## config.mk

```make
export PLATFORM = sky130hd
export DESIGN_NAME = ea_calc
export DESIGN_NICKNAME = d
export VERILOG_FILES = /design/src/rtl/ea_calc.sv
export SDC_FILE = /design/constraint.sdc
export NUM_CORES = 1
export LEC_CHECK = 0
export CAP_MARGIN = 20
export CORE_MARGIN = 10
export CORE_UTILIZATION = 44
export CTS_BUF_LIST = sky130_fd_sc_hd__clkbuf_16
export DETAILED_ROUTE_END_ITERATION = 10
export DONT_BUFFER_PORTS = 1
export GPL_TIMING_DRIVEN = 0
export PLACE_DENSITY = 0.68
export REMOVE_ABC_BUFFERS = 1
export SYNTH_ARGS = -nofsm -noshare
export SYNTH_HDL_FRONTEND = slang
export SYNTH_SLANG_ARGS = --single-unit
```

## constraint.sdc

```tcl
create_clock -name clk -period 6.1 [get_ports clk]
set_input_delay 1.22 -clock clk [delete_from_list [all_inputs] [get_ports clk]]
set_output_delay 1.22 -clock clk [all_outputs]
set_load 0.1 [all_outputs]
```

## src/rtl/ea_calc.sv

```systemverilog
// ea_calc: effective-address calculator for a 36-bit word machine.
// Latches an instruction word, optionally adds an index accumulator to Y,
// and follows indirect words through memory until a direct word yields
// the final address. Runaway indirect chains are cut off with a fault.
module ea_calc #(
  parameter int MAX_IND = 16
) (
  input  logic         clk,
  input  logic         resetN,
  input  logic         start,
  input  logic [0:35]  instr,
  input  logic         abort,
  output logic         acReq,
  output logic [3:0]   acAddr,
  input  logic         acAck,
  input  logic [0:35]  acData,
  output logic         memReq,
  output logic [18:35] memAddr,
  input  logic         memAck,
  input  logic [0:35]  memData,
  output logic [18:35] EA,
  output logic         done,
  output logic         fault,
  output logic         busy
);

  localparam int               CNT_W   = $clog2(MAX_IND + 1);
  localparam logic [CNT_W-1:0] CNT_MAX = CNT_W'(MAX_IND);
  localparam logic [CNT_W-1:0] CNT_ONE = CNT_W'(1);

  typedef enum logic [1:0] {
    ST_IDLE  = 2'd0,
    ST_XREAD = 2'd1,
    ST_IREAD = 2'd2,
    ST_FIN   = 2'd3
  } state_e;

  state_e             state_r;
  state_e             state_nx_s;
  logic [13:35]       w_r;
  logic [13:35]       w_nx_s;
  logic [18:35]       e_r;
  logic [18:35]       e_nx_s;
  logic [CNT_W-1:0]   cnt_r;
  logic [CNT_W-1:0]   cnt_nx_s;
  logic [18:35]       ea_r;
  logic [18:35]       ea_nx_s;
  logic               done_r;
  logic               done_nx_s;
  logic               fault_r;
  logic               fault_nx_s;
  logic               busy_r;
  logic               ac_req_r;
  logic               mem_req_r;

  // Only the I/X/Y fields of the incoming words matter; the left halves are don't-care.
  logic               unused_s;
  assign unused_s = ^{instr[0:12], acData[0:17], memData[0:12]};

  // Where a freshly latched word goes next: index first, then indirection, else finish.
  function automatic state_e route_word(input logic ind, input logic [3:0] idx);
    state_e nx;
    if (idx != 4'd0) begin
      nx = ST_XREAD;
    end else if (ind) begin
      nx = ST_IREAD;
    end else begin
      nx = ST_FIN;
    end
    return nx;
  endfunction

  // Next-state and datapath decisions for one clock.
  always_comb begin
    state_nx_s = state_r;
    w_nx_s     = w_r;
    e_nx_s     = e_r;
    cnt_nx_s   = cnt_r;
    ea_nx_s    = ea_r;
    done_nx_s  = 1'b0;
    fault_nx_s = 1'b0;
    case (state_r)
      ST_IDLE: begin
        if (start) begin
          w_nx_s     = instr[13:35];
          e_nx_s     = instr[18:35];
          cnt_nx_s   = {CNT_W{1'b0}};
          state_nx_s = route_word(instr[13], instr[14:17]);
        end else begin
          state_nx_s = ST_IDLE;
        end
      end
      ST_XREAD: begin
        if (abort) begin
          state_nx_s = ST_IDLE;
        end else if (acAck) begin
          e_nx_s     = w_r[18:35] + acData[18:35];
          state_nx_s = w_r[13] ? ST_IREAD : ST_FIN;
        end else begin
          state_nx_s = ST_XREAD;
        end
      end
      ST_IREAD: begin
        if (abort) begin
          state_nx_s = ST_IDLE;
        end else if (memAck) begin
          w_nx_s     = memData[13:35];
          e_nx_s     = memData[18:35];
          cnt_nx_s   = cnt_r + CNT_ONE;
          state_nx_s = route_word(memData[13], memData[14:17]);
        end else begin
          state_nx_s = ST_IREAD;
        end
      end
      ST_FIN: begin
        if (abort) begin
          state_nx_s = ST_IDLE;
        end else begin
          ea_nx_s    = e_r;
          done_nx_s  = 1'b1;
          state_nx_s = ST_IDLE;
        end
      end
      default: begin
        state_nx_s = ST_IDLE;
      end
    endcase
    // After MAX_IND fetches another one would push the count past the limit,
    // so the chain faults instead of issuing it.
    if ((state_nx_s == ST_IREAD) && (cnt_nx_s >= CNT_MAX)) begin
      state_nx_s = ST_IDLE;
      fault_nx_s = 1'b1;
    end else begin
      fault_nx_s = 1'b0;
    end
  end

  // State, datapath and all outputs registered together.
  always_ff @(posedge clk or negedge resetN) begin
    if (!resetN) begin
      state_r   <= ST_IDLE;
      w_r       <= 23'd0;
      e_r       <= 18'd0;
      cnt_r     <= {CNT_W{1'b0}};
      ea_r      <= 18'd0;
      done_r    <= 1'b0;
      fault_r   <= 1'b0;
      busy_r    <= 1'b0;
      ac_req_r  <= 1'b0;
      mem_req_r <= 1'b0;
    end else begin
      state_r   <= state_nx_s;
      w_r       <= w_nx_s;
      e_r       <= e_nx_s;
      cnt_r     <= cnt_nx_s;
      ea_r      <= ea_nx_s;
      done_r    <= done_nx_s;
      fault_r   <= fault_nx_s;
      busy_r    <= (state_nx_s != ST_IDLE);
      ac_req_r  <= (state_nx_s == ST_XREAD);
      mem_req_r <= (state_nx_s == ST_IREAD);
    end
  end

  assign acReq   = ac_req_r;
  assign acAddr  = w_r[14:17];
  assign memReq  = mem_req_r;
  assign memAddr = e_r;
  assign EA      = ea_r;
  assign done    = done_r;
  assign fault   = fault_r;
  assign busy    = busy_r;

endmodule

```

==> results list <==
- Relative to the synthesized area, the layout overhead comes to 10.8%.
- TritonCTS built the clock tree.
* Deepest level of the CTS H-tree: 3
- Library cell with the highest instance count after synthesis: sky130_fd_sc_hd__dfrtp_1
* Share of synthesized flip-flops with an asynchronous set or reset: 100%
* Initial antenna violation count: 0
* Post-CTS setup repair buffer count: 0
* Crit path max fanout: 4
* Antenna Diode Count: 0
- The number of clock buffers added by TritonCTS is 9.
- CP arrival: 3.31 ns
- Clock tree sinks: 71
- Average wire length per cell after detail routing: 20.5 um
- Std-Cell Core Area: 9640 um^2
* Fraction of the mapped netlist area in adder cells: 6.86%
* Required time worst endpoint: 6.31 ns
- Post-DP HPWL: 8570 um
- Synth Area per Inst: 9.63 um^2
- In this run the tool buffered the top-level ports with 0 buffer cells.
- Yosys top cell area share: 41.3%
* Total number of placement rows: 36
* Top post-synthesis cells by area: sky130_fd_sc_hd__dfrtp_1, sky130_fd_sc_hd__ha_1, sky130_fd_sc_hd__a21oi_1
- Post-layout nets: 570
* Gr ovfl total: 0
- For this block, wires on met1 add up to 4790 um.
- The number of hold buffers added after CTS was 0.
- FF+latch count, synth: 71
* Crit path largest cell delay: 0.43 ns
- The cell family contributing the most delay on the critical path is compound AO/OA/AOI/OAI gates.
- Clock Skews: 0.00636 ns
- Setup repair after global routing left no endpoint under its margin.
- Measured against its own limit, the worst slew margin works out to 28.9%.
* Gpl congestion: 0.858
- Of the post-synthesis cell area, the part taken by muxes is 10.3%.
* Wire length on met2: 5500 um
- Number of instances in the synthesized netlist: 447
* Met3 WL: 1090 um
- After the first detailed-routing iteration, the DRC count stood at 186.
- Clock-pin slew was measured on the worst setup and hold paths at 0.06 ns.
- Setup violations remaining at the end of the flow were counted as 0.
- In this run the horizontal extent of the chip is 119 um.
- The Yosys step of the flow raised 0 warnings.
- The signal on the critical path passes through ha_1 > fa_1 > a211oi_1 > o21ai_1 > and3_4 > o41ai_2 > mux2i_1 > nand2_1.
* Global-route wire length before repair: 18700 um
* Maximum clock insertion buffer count: 2
- For this run, the total global-route usage over all layers was measured as 16.4%.
- Full die area: 14100 um^2
- Via count: 3409
- For this run, the top clock speed supported by timing is 0.322 GHz.
- The synthesized netlist devotes 12.4% of its cell area to simple gates.
- Starting Density: 44.7%
- For the finished layout, the period the worst path requires is 3.10 ns.
- Pin count of the biggest net entering global routing: 72
* Number of buffers and inverters on the critical path: 0
- On the critical path, the stage with the largest delay is an instance of sky130_fd_sc_hd__fa_1.
* Per-cell via count in the routed design: 5.97
- Combinational family with the most area after synthesis: compound AO/OA/AOI/OAI gates
- After synthesis the cells add up to 4300 um^2.
* # IOs: 159
* Final WL: 11700 um
- For the pin with the worst max-slew slack, the measured transition is 1.07 ns.
- Layout cell share with drive strength beyond 1: 10.7%
- Of the synthesized area, sequential elements account for 41.3%.
* Antenna-violating nets left: 0
- Type of element capturing the critical path: flop
* Final max-slew violation count: 0
- The filler cells instantiated in the layout total 904.
* Total of max-cap violations: 0
- Count of cell types in the netlist: 54
- By startpoint and endpoint, the worst setup path is classified as in -> reg.
* Cell taking the most area after synthesis: sky130_fd_sc_hd__dfrtp_1
- CTS placed an instance of sky130_fd_sc_hd__clkbuf_16 at the clock tree root.
- Ratio of final minimum period to clock period: 50.9%
- The hold violation total from the final report was 0.
- In this run, synthesis inferred 0 flip-flops with an integrated enable.
- Most used DFF post-synth: sky130_fd_sc_hd__dfrtp_1
* Synth Area in Compound Gates: 21.4%
* Quantity of gates resized following cts: 0
- In the synthesized netlist, the cells that appear most often are sky130_fd_sc_hd__dfrtp_1, sky130_fd_sc_hd__a21oi_1, sky130_fd_sc_hd__nor2_1.
* Max layer used: met4
* Worst min-delay path class: reg -> reg
- The first detailed-routing pass took 4 iterations.
- For this run, design rule violations remaining after detail routing come to 0.
* Clock latency reported for the late side of the worst-skew pair: 0.33 ns
- The synthesized netlist devotes 3.46% of its cell area to XOR and XNOR gates.
- Vias in the first global route: 3449
- Kind of launch point of the worst setup path: input pin
- Sum of negative setup slack: 0 ns
- The run finished with clean final reports.
* DIE HEIGHT: 119 um
layer usage:
metal	track usage [%]	up-vias
li1	-	1606
met1	18.8	1668
met2	26.4	112
met3	6.33	23
met4	8.09	0
met5	0	-
logic make-up after synthesis:
| kind of cell | Yosys count |
|---|---|
| flip-flops | 71 |
| buffers and inverters | 40 |
| adder cells (fa/ha/maj) | 23 |
| XOR/XNOR | 17 |
| AND/OR/NAND/NOR | 116 |
| multiplexers | 42 |
| AO/OA/AOI/OAI | 138 |
area by class of cell:
class	count	area, um^2	area share [%]
clock buffer	9	225	4.72
clock inverter	7	111	2.34
inverter	11	41.3	0.866
multi-input combinational	336	2360	49.4
sequential	71	1780	37.3
tap	133	166	3.49
timing repair buffer	4	90.1	1.89
state kept, by name (all words and copies together) (netlist names), named ones only:
signal,cells
w_r,23
EA,18
memAddr,18
cnt_r,3
state_r,2
acReq,1
busy,1
done,1
fault,1
memReq,1
path summary, 6_finish.rpt:
check	startpoint	to	slack, ns	cells after the start
max	acData[35]	memAddr[21]	3.00	8
min	flop	flop	0.50	1
max reg2reg	state_r[0]	memAddr[21]	3.05	9
min reg2reg	flop	flop	0.50	1
max in group asynchronous	resetN	w_r[23]	5.39	0
min in group asynchronous	resetN	w_r[25]	0.58	0
cell usage in the layout, fill, tap and decap left out, types with 11 or more instances in the layout:
master	count
sky130_fd_sc_hd__xnor2_1	11
sky130_fd_sc_hd__a21oi_1	52
sky130_fd_sc_hd__mux2_2	18
sky130_fd_sc_hd__nand2_1	36
sky130_fd_sc_hd__inv_1	11
sky130_fd_sc_hd__nor2_1	42
sky130_fd_sc_hd__ha_1	21
sky130_fd_sc_hd__o31ai_1	11
sky130_fd_sc_hd__o21ai_0	22
sky130_fd_sc_hd__mux2i_1	24
sky130_fd_sc_hd__dfrtp_1	71
metrics by stage:
stage / utilization, % / instance area [um^2] / std cells / worst slack (ns) / hold slack [ns]
after floorplan: - / 4160 / 418 / 1.77 / 0.478
after global placement: 44.9 / 4330 / 551 / 0.0276 / 0.500
after detailed placement: 46.0 / 4430 / 555 / 2.67 / 0.505
after CTS: 49.5 / 4770 / 571 / 3.01 / 0.512
after global routing: 49.5 / 4770 / 571 / 2.65 / 0.540
final: 49.5 / 4770 / 571 / 3.00 / 0.505
Power is left out: the tool's default activity adds up to more than one toggle a clock period on the data nets, which glitch-free logic cannot reach.
